<file path="config.mk">
export PLATFORM = sky130hd
export DESIGN_NAME = csr_trap_unit
export DESIGN_NICKNAME = d
export VERILOG_FILES = /design/src/rtl/riscv_csr_pkg.sv /design/src/rtl/trap_vector_calc.sv /design/src/rtl/csr_trap_unit.sv
export SDC_FILE = /design/constraint.sdc
export NUM_CORES = 1
export LEC_CHECK = 0
export BUFFER_PORTS_ARGS = -buffer_cell sky130_fd_sc_hd__buf_4
export CAP_MARGIN = 20
export CORE_AREA = 2 2 142 144
export CTS_BUF_LIST = sky130_fd_sc_hd__clkbuf_16
export CTS_CLUSTER_DIAMETER = 60
export DETAILED_ROUTE_END_ITERATION = 10
export DIE_AREA = 0 0 144 146
export GPL_ROUTABILITY_DRIVEN = 0
export PLACE_DENSITY = 0.67
export SYNTH_ARGS = -nofsm -noshare
export SYNTH_HDL_FRONTEND = slang
export SYNTH_HIERARCHICAL = 1
export SYNTH_SLANG_ARGS = --single-unit
</file>
<file path="constraint.sdc">
create_clock -name clk -period 2.4 [get_ports clk]
set_clock_uncertainty 0.05 [all_clocks]
set_input_delay 0.12 -clock clk [delete_from_list [all_inputs] [get_ports clk]]
set_output_delay 0.12 -clock clk [all_outputs]
set_load 0.02 [all_outputs]
</file>
<file path="src/rtl/riscv_csr_pkg.sv">
// rtl/riscv_csr_pkg.sv - shared CSR addresses, mstatus bit positions and trap sequencer states
package riscv_csr_pkg;

    localparam logic [11:0] CSR_MSTATUS = 12'h300;
    localparam logic [11:0] CSR_MTVEC   = 12'h305;
    localparam logic [11:0] CSR_MEPC    = 12'h341;
    localparam logic [11:0] CSR_MCAUSE  = 12'h342;
    localparam logic [11:0] CSR_MTVAL   = 12'h343;

    localparam int MSTATUS_MIE    = 3;
    localparam int MSTATUS_MPIE   = 7;
    localparam int MSTATUS_MPP_LO = 11;
    localparam int MSTATUS_MPP_HI = 12;

    typedef enum logic [2:0] {
        ST_IDLE,
        ST_TRAP_SAVE,
        ST_TRAP_STATUS,
        ST_MRET,
        ST_REDIRECT
    } trap_state_t;

endpackage

</file>
<file path="src/rtl/trap_vector_calc.sv">
// rtl/trap_vector_calc.sv - combinational trap target from mtvec and mcause
module trap_vector_calc #(
    parameter int XLEN = 32
) (
    input  logic [XLEN-1:0] mtvec,
    input  logic [XLEN-1:0] cause,
    output logic [XLEN-1:0] target
);

    logic [XLEN-1:0] base;

    // Only vectored mode (01) with an interrupt cause offsets the base; reserved modes fall back to direct.
    always_comb begin
        base = {mtvec[XLEN-1:2], 2'b00};
        if (mtvec[1:0] == 2'b01 && cause[XLEN-1]) begin
            target = base + {{(XLEN-6){1'b0}}, cause[3:0], 2'b00};
        end else begin
            target = base;
        end
    end

endmodule

</file>
<file path="src/rtl/csr_trap_unit.sv">
// rtl/csr_trap_unit.sv - machine-mode trap/mret sequencer driving the three-port CSR file
module csr_trap_unit
    import riscv_csr_pkg::*;
#(
    parameter int XLEN = 32
) (
    input  logic            clk,
    input  logic            rst,
    input  logic            trap_req,
    input  logic [XLEN-1:0] trap_cause,
    input  logic [XLEN-1:0] trap_pc,
    input  logic [XLEN-1:0] trap_tval,
    input  logic            mret_req,
    output logic            busy,
    output logic            redirect_valid,
    output logic [XLEN-1:0] redirect_pc,
    output logic [11:0]     csr_addr1,
    output logic [11:0]     csr_addr2,
    output logic [11:0]     csr_addr3,
    output logic            csr_we1,
    output logic            csr_we2,
    output logic            csr_we3,
    output logic [XLEN-1:0] csr_wd1,
    output logic [XLEN-1:0] csr_wd2,
    output logic [XLEN-1:0] csr_wd3,
    input  logic [XLEN-1:0] csr_rd1,
    input  logic [XLEN-1:0] csr_rd2,
    input  logic [XLEN-1:0] csr_rd3
);

    trap_state_t     state_q, state_d;
    logic [XLEN-1:0] cause_q, cause_d;
    logic [XLEN-1:0] pc_q, pc_d;
    logic [XLEN-1:0] tval_q, tval_d;
    logic [XLEN-1:0] redirect_pc_q, redirect_pc_d;
    logic [XLEN-1:0] vec_target;
    logic [XLEN-1:0] mstatus_new;
    logic            unused_inputs;

    assign unused_inputs = ^{csr_rd3, trap_pc[1:0]};
    assign redirect_pc   = redirect_pc_q;

    trap_vector_calc #(.XLEN(XLEN)) u_vec (
        .mtvec  (csr_rd2),
        .cause  (cause_q),
        .target (vec_target)
    );

    // Outputs are held at zero while rst is high so an aborted sequence commits nothing further.
    always_comb begin
        state_d        = state_q;
        cause_d        = cause_q;
        pc_d           = pc_q;
        tval_d         = tval_q;
        redirect_pc_d  = redirect_pc_q;
        busy           = 1'b0;
        redirect_valid = 1'b0;
        csr_addr1      = '0;
        csr_addr2      = '0;
        csr_addr3      = '0;
        csr_we1        = 1'b0;
        csr_we2        = 1'b0;
        csr_we3        = 1'b0;
        csr_wd1        = '0;
        csr_wd2        = '0;
        csr_wd3        = '0;
        mstatus_new    = csr_rd1;
        if (!rst) begin
            busy = (state_q != ST_IDLE);
            unique case (state_q)
                ST_IDLE: begin
                    if (trap_req) begin
                        cause_d = trap_cause;
                        pc_d    = {trap_pc[XLEN-1:2], 2'b00};
                        tval_d  = trap_tval;
                        state_d = ST_TRAP_SAVE;
                    end else if (mret_req) begin
                        state_d = ST_MRET;
                    end
                end
                ST_TRAP_SAVE: begin
                    csr_addr1 = CSR_MEPC;
                    csr_we1   = 1'b1;
                    csr_wd1   = pc_q;
                    csr_addr2 = CSR_MCAUSE;
                    csr_we2   = 1'b1;
                    csr_wd2   = cause_q;
                    csr_addr3 = CSR_MTVAL;
                    csr_we3   = 1'b1;
                    csr_wd3   = tval_q;
                    state_d   = ST_TRAP_STATUS;
                end
                ST_TRAP_STATUS: begin
                    mstatus_new[MSTATUS_MPIE]                  = csr_rd1[MSTATUS_MIE];
                    mstatus_new[MSTATUS_MIE]                   = 1'b0;
                    mstatus_new[MSTATUS_MPP_HI:MSTATUS_MPP_LO] = 2'b11;
                    csr_addr1     = CSR_MSTATUS;
                    csr_we1       = 1'b1;
                    csr_wd1       = mstatus_new;
                    csr_addr2     = CSR_MTVEC;
                    redirect_pc_d = vec_target;
                    state_d       = ST_REDIRECT;
                end
                ST_MRET: begin
                    mstatus_new[MSTATUS_MIE]                   = csr_rd1[MSTATUS_MPIE];
                    mstatus_new[MSTATUS_MPIE]                  = 1'b1;
                    mstatus_new[MSTATUS_MPP_HI:MSTATUS_MPP_LO] = 2'b11;
                    csr_addr1     = CSR_MSTATUS;
                    csr_we1       = 1'b1;
                    csr_wd1       = mstatus_new;
                    csr_addr2     = CSR_MEPC;
                    redirect_pc_d = {csr_rd2[XLEN-1:2], 2'b00};
                    state_d       = ST_REDIRECT;
                end
                ST_REDIRECT: begin
                    redirect_valid = 1'b1;
                    state_d        = ST_IDLE;
                end
                default: state_d = ST_IDLE;
            endcase
        end
    end

    always_ff @(posedge clk) begin
        if (rst) begin
            state_q       <= ST_IDLE;
            cause_q       <= '0;
            pc_q          <= '0;
            tval_q        <= '0;
            redirect_pc_q <= '0;
        end else begin
            state_q       <= state_d;
            cause_q       <= cause_d;
            pc_q          <= pc_d;
            tval_q        <= tval_d;
            redirect_pc_q <= redirect_pc_d;
        end
    end

endmodule

</file>
==> results.json <==
{
  "max_slew_margin_pct": 48.5,
  "synth-edff-count": 0,
  "avgSynthCellArea_sq_um": 7.55,
  "fin_cells": 1558,
  "rsz0062_at_grt": "no",
  "synth_area_leaders": "dfxtp_1 (38%), nand2_1 (12%), a21oi_1 (7.2%)",
  "finalSetupViolations": 0,
  "gr-total-overflow": 0,
  "ys.flop_type": "dfxtp_1",
  "cp_slowest_cell": "dlygate4sd3_1",
  "regArea_sq_um": 2580,
  "grtUsageTotal_pct": 21.7,
  "first_global_vias": 7170,
  "worst-setup-path-type": "input pin to flop",
  "arrival_ps": 2590,
  "antenna_found_initial": 0,
  "syn_inst": 898,
  "synth-seq-cells": 129,
  "first_pass_iters": 7,
  "fill_cells": 1797,
  "die-area_sq_um": 21000,
  "remaining_drc_errors": 0,
  "rrSetupSlack_ps": 180,
  "run_status": "finished clean",
  "antenna_left": 0,
  "cp-end-kind": "flop",
  "clock_latency_ps": 420,
  "routedWlPerCell_um": 15.1,
  "syn_area_sq_um": 6780,
  "path_cells": "dlygate4sd3_1 > buf_4 > ha_1 > fa_2 > and3_4 > o211ai_1 > buf_6 > buf_12 > nor4_2 > xor2_1 > o21ai_0 > a211oi_1",
  "htree_levels": 4,
  "final_nets": 1481,
  "reg2reg_depth": 10,
  "path_clk_slew_ps": 60,
  "grt_first_pass_wirelength_um": 36600,
  "post-route-period-util_pct": 96.1,
  "coreArea_sq_um": 19300,
  "cts_tree": "built",
  "yosysTopAreaCellShare_pct": 38.1,
  "path_max_fanout": 8,
  "p_leak_uw": 0.00472,
  "cp_num_buf_inv": 4,
  "power_density_nw_per_um2": 572,
  "whs_path_depth": 2,
  "ios": 365,
  "drt_iter0_markers": 374,
  "vias": 7518,
  "cp.required_ps": 2690,
  "max_freq_mhz": 434,
  "vdd_drop_max_mv": 0.462,
  "drive_gt1_share_pct": 29.7,
  "max-cap-violations": 0,
  "reg2reg_from": "cause_q[0]",
  "wl_um": 23600,
  "areaGrowthSynthToFinish_pct": 60.3,
  "netlist.top_cell.by_area": "dfxtp_1",
  "start_util_pct": 35.1,
  "grt_max_degree": 57,
  "diodes": 0,
  "root_buffer": "clkbuf_16",
  "dieHeight_um": 146,
  "place_hpwl_um": 15800,
  "period_minus_slack_ps": 2310,
  "core.rowCount": 51,
  "synthArstFlopShare_pct": 0,
  "reg2reg_to": "redirect_pc[24]",
  "place_worst_setup_slack_ps": 124,
  "ys_top_cells_by_count": "nand2_1 (218), dfxtp_1 (129), a21oi_1 (97)",
  "fp.dieW_um": 144,
  "hold_end": "state_q[2]",
  "hold_viol": 0,
  "setup_ws_ps": 93.9,
  "hold_start": "rst",
  "placed_cells": 1406,
  "tns_ps": 0,
  "yosys_warnings": 6,
  "via_per_inst": 4.83,
  "slew_violations": 0,
  "port_buffers": 307,
  "worst_pin_slew_ps": 770,
  "synth_cell_type_count": 49,
  "hold_class": "input pin to flop",
  "cts_num_sinks": 129,
  "yosysMostFrequentCell": "nand2_1",
  "multi_input_area_sq_um": 3680,
  "clockBufferDepth": 2,
  "crit_family": "buffers and inverters",
  "yosysSeqAreaShare_pct": 38.1,
  "finish.utilization_pct": 56.2,
  "crit_path_start_kind": "input pin",
  "cts_buffers": 17,
  "max_stage_delay_ps": 550
}
report_power, final:
part / total [uW] / internal, uW / switching, uW
combinational: 1430 / 657 / 769
clock: 2390 / 1320 / 1060
sequential: 2400 / 2310 / 91.5
total: 6210 / 4290 / 1920
stage by stage:
stage          instance area (sq um)  total power [uW]  hold slack [ps]
3_3_place_gp                    9100              3680              316
2_1_floorplan                   6860              3200              206
6_report                       10900              6210             22.1
3_5_place_dp                    9100              3700              323
5_1_grt                        10900              6500             30.8
4_1_cts                        10800              6270             2.61
cell type report:
| type | count | share of cell area (%) |
|---|---|---|
| clock inverters | 15 | 0.990 |
| multi-input cells | 677 | 33.9 |
| flip-flops and latches | 129 | 23.8 |
| inverters | 5 | 0.173 |
| well taps | 265 | 3.05 |
| repair buffers | 450 | 34.2 |
| clock buffers | 17 | 3.91 |
sequential cells by signal, summed over array words and instances, names as in the netlist:
register,flops
redirect_pc,32
pc_q,30
cause_q,32
tval_q,32
state_q,3
kinds of logic (layout without fill, tap and decap cells):
logic type / Yosys count / count (layout) / synth area share, %
buffers and inverters: 113 / 487 / 9.43
XOR/XNOR: 28 / 28 / 3.62
adder cells (fa/ha/maj): 5 / 5 / 1.03
AND/OR/NAND/NOR: 430 / 430 / 31.3
flip-flops: 129 / 129 / 38.1
AO/OA/AOI/OAI: 189 / 189 / 16.1
other: 2 / 23 / 0.111
multiplexers: 2 / 2 / 0.332
worst reg2reg max path, cell delays in order (launching register included):
cell and delay (ps):
dfxtp_1 320, ha_1 220, fa_2 370, and3_4 210, o211ai_1 200, buf_6 190
buf_12 120, nor4_2 40, xor2_1 120, o21ai_0 80, a211oi_1 220
layer usage:
| layer | GRT usage (%) | part of all wire (%) | up-vias |
|---|---|---|---|
| li1 | - | - | 3708 |
| met3 | 5.26 | 6.6 | 42 |
| met5 | 0 | 0 | - |
| met2 | 38.2 | 50 | 294 |
| met4 | 6.81 | 2.3 | 0 |
| met1 | 25.7 | 41 | 3474 |
timing repair:
item,4_1_cts,5_1_grt
buffers inserted,0,1
pin swaps,0,4
hold buffers,119,0
setup endpoints to repair,4,10
resized for setup,1,4
hold endpoints to repair,118,0
cell usage in the layout, fill, tap and decap left out, drive strengths merged, types with 29 or more instances in the layout:
master / instances
nor2: 67
o21ai: 35
a21oi: 97
a22oi: 29
buf: 331
dlygate4sd3: 119
dfxtp: 129
and2: 67
nand2: 219
worst max-delay path by stage:
stage                    start              end  slack (ps)  depth (start not counted)
finish              csr_rd2[2]  redirect_pc[24]          90                         12
global route        csr_rd2[5]  redirect_pc[11]           3                         10
CTS                 csr_rd2[2]  redirect_pc[18]          10                         11
detailed placement  cause_q[0]  redirect_pc[18]         120                          9
global placement    cause_q[0]  redirect_pc[20]         210                          9
floorplan           cause_q[0]  redirect_pc[22]         230                          9
Power figures use the tool's default switching activity.
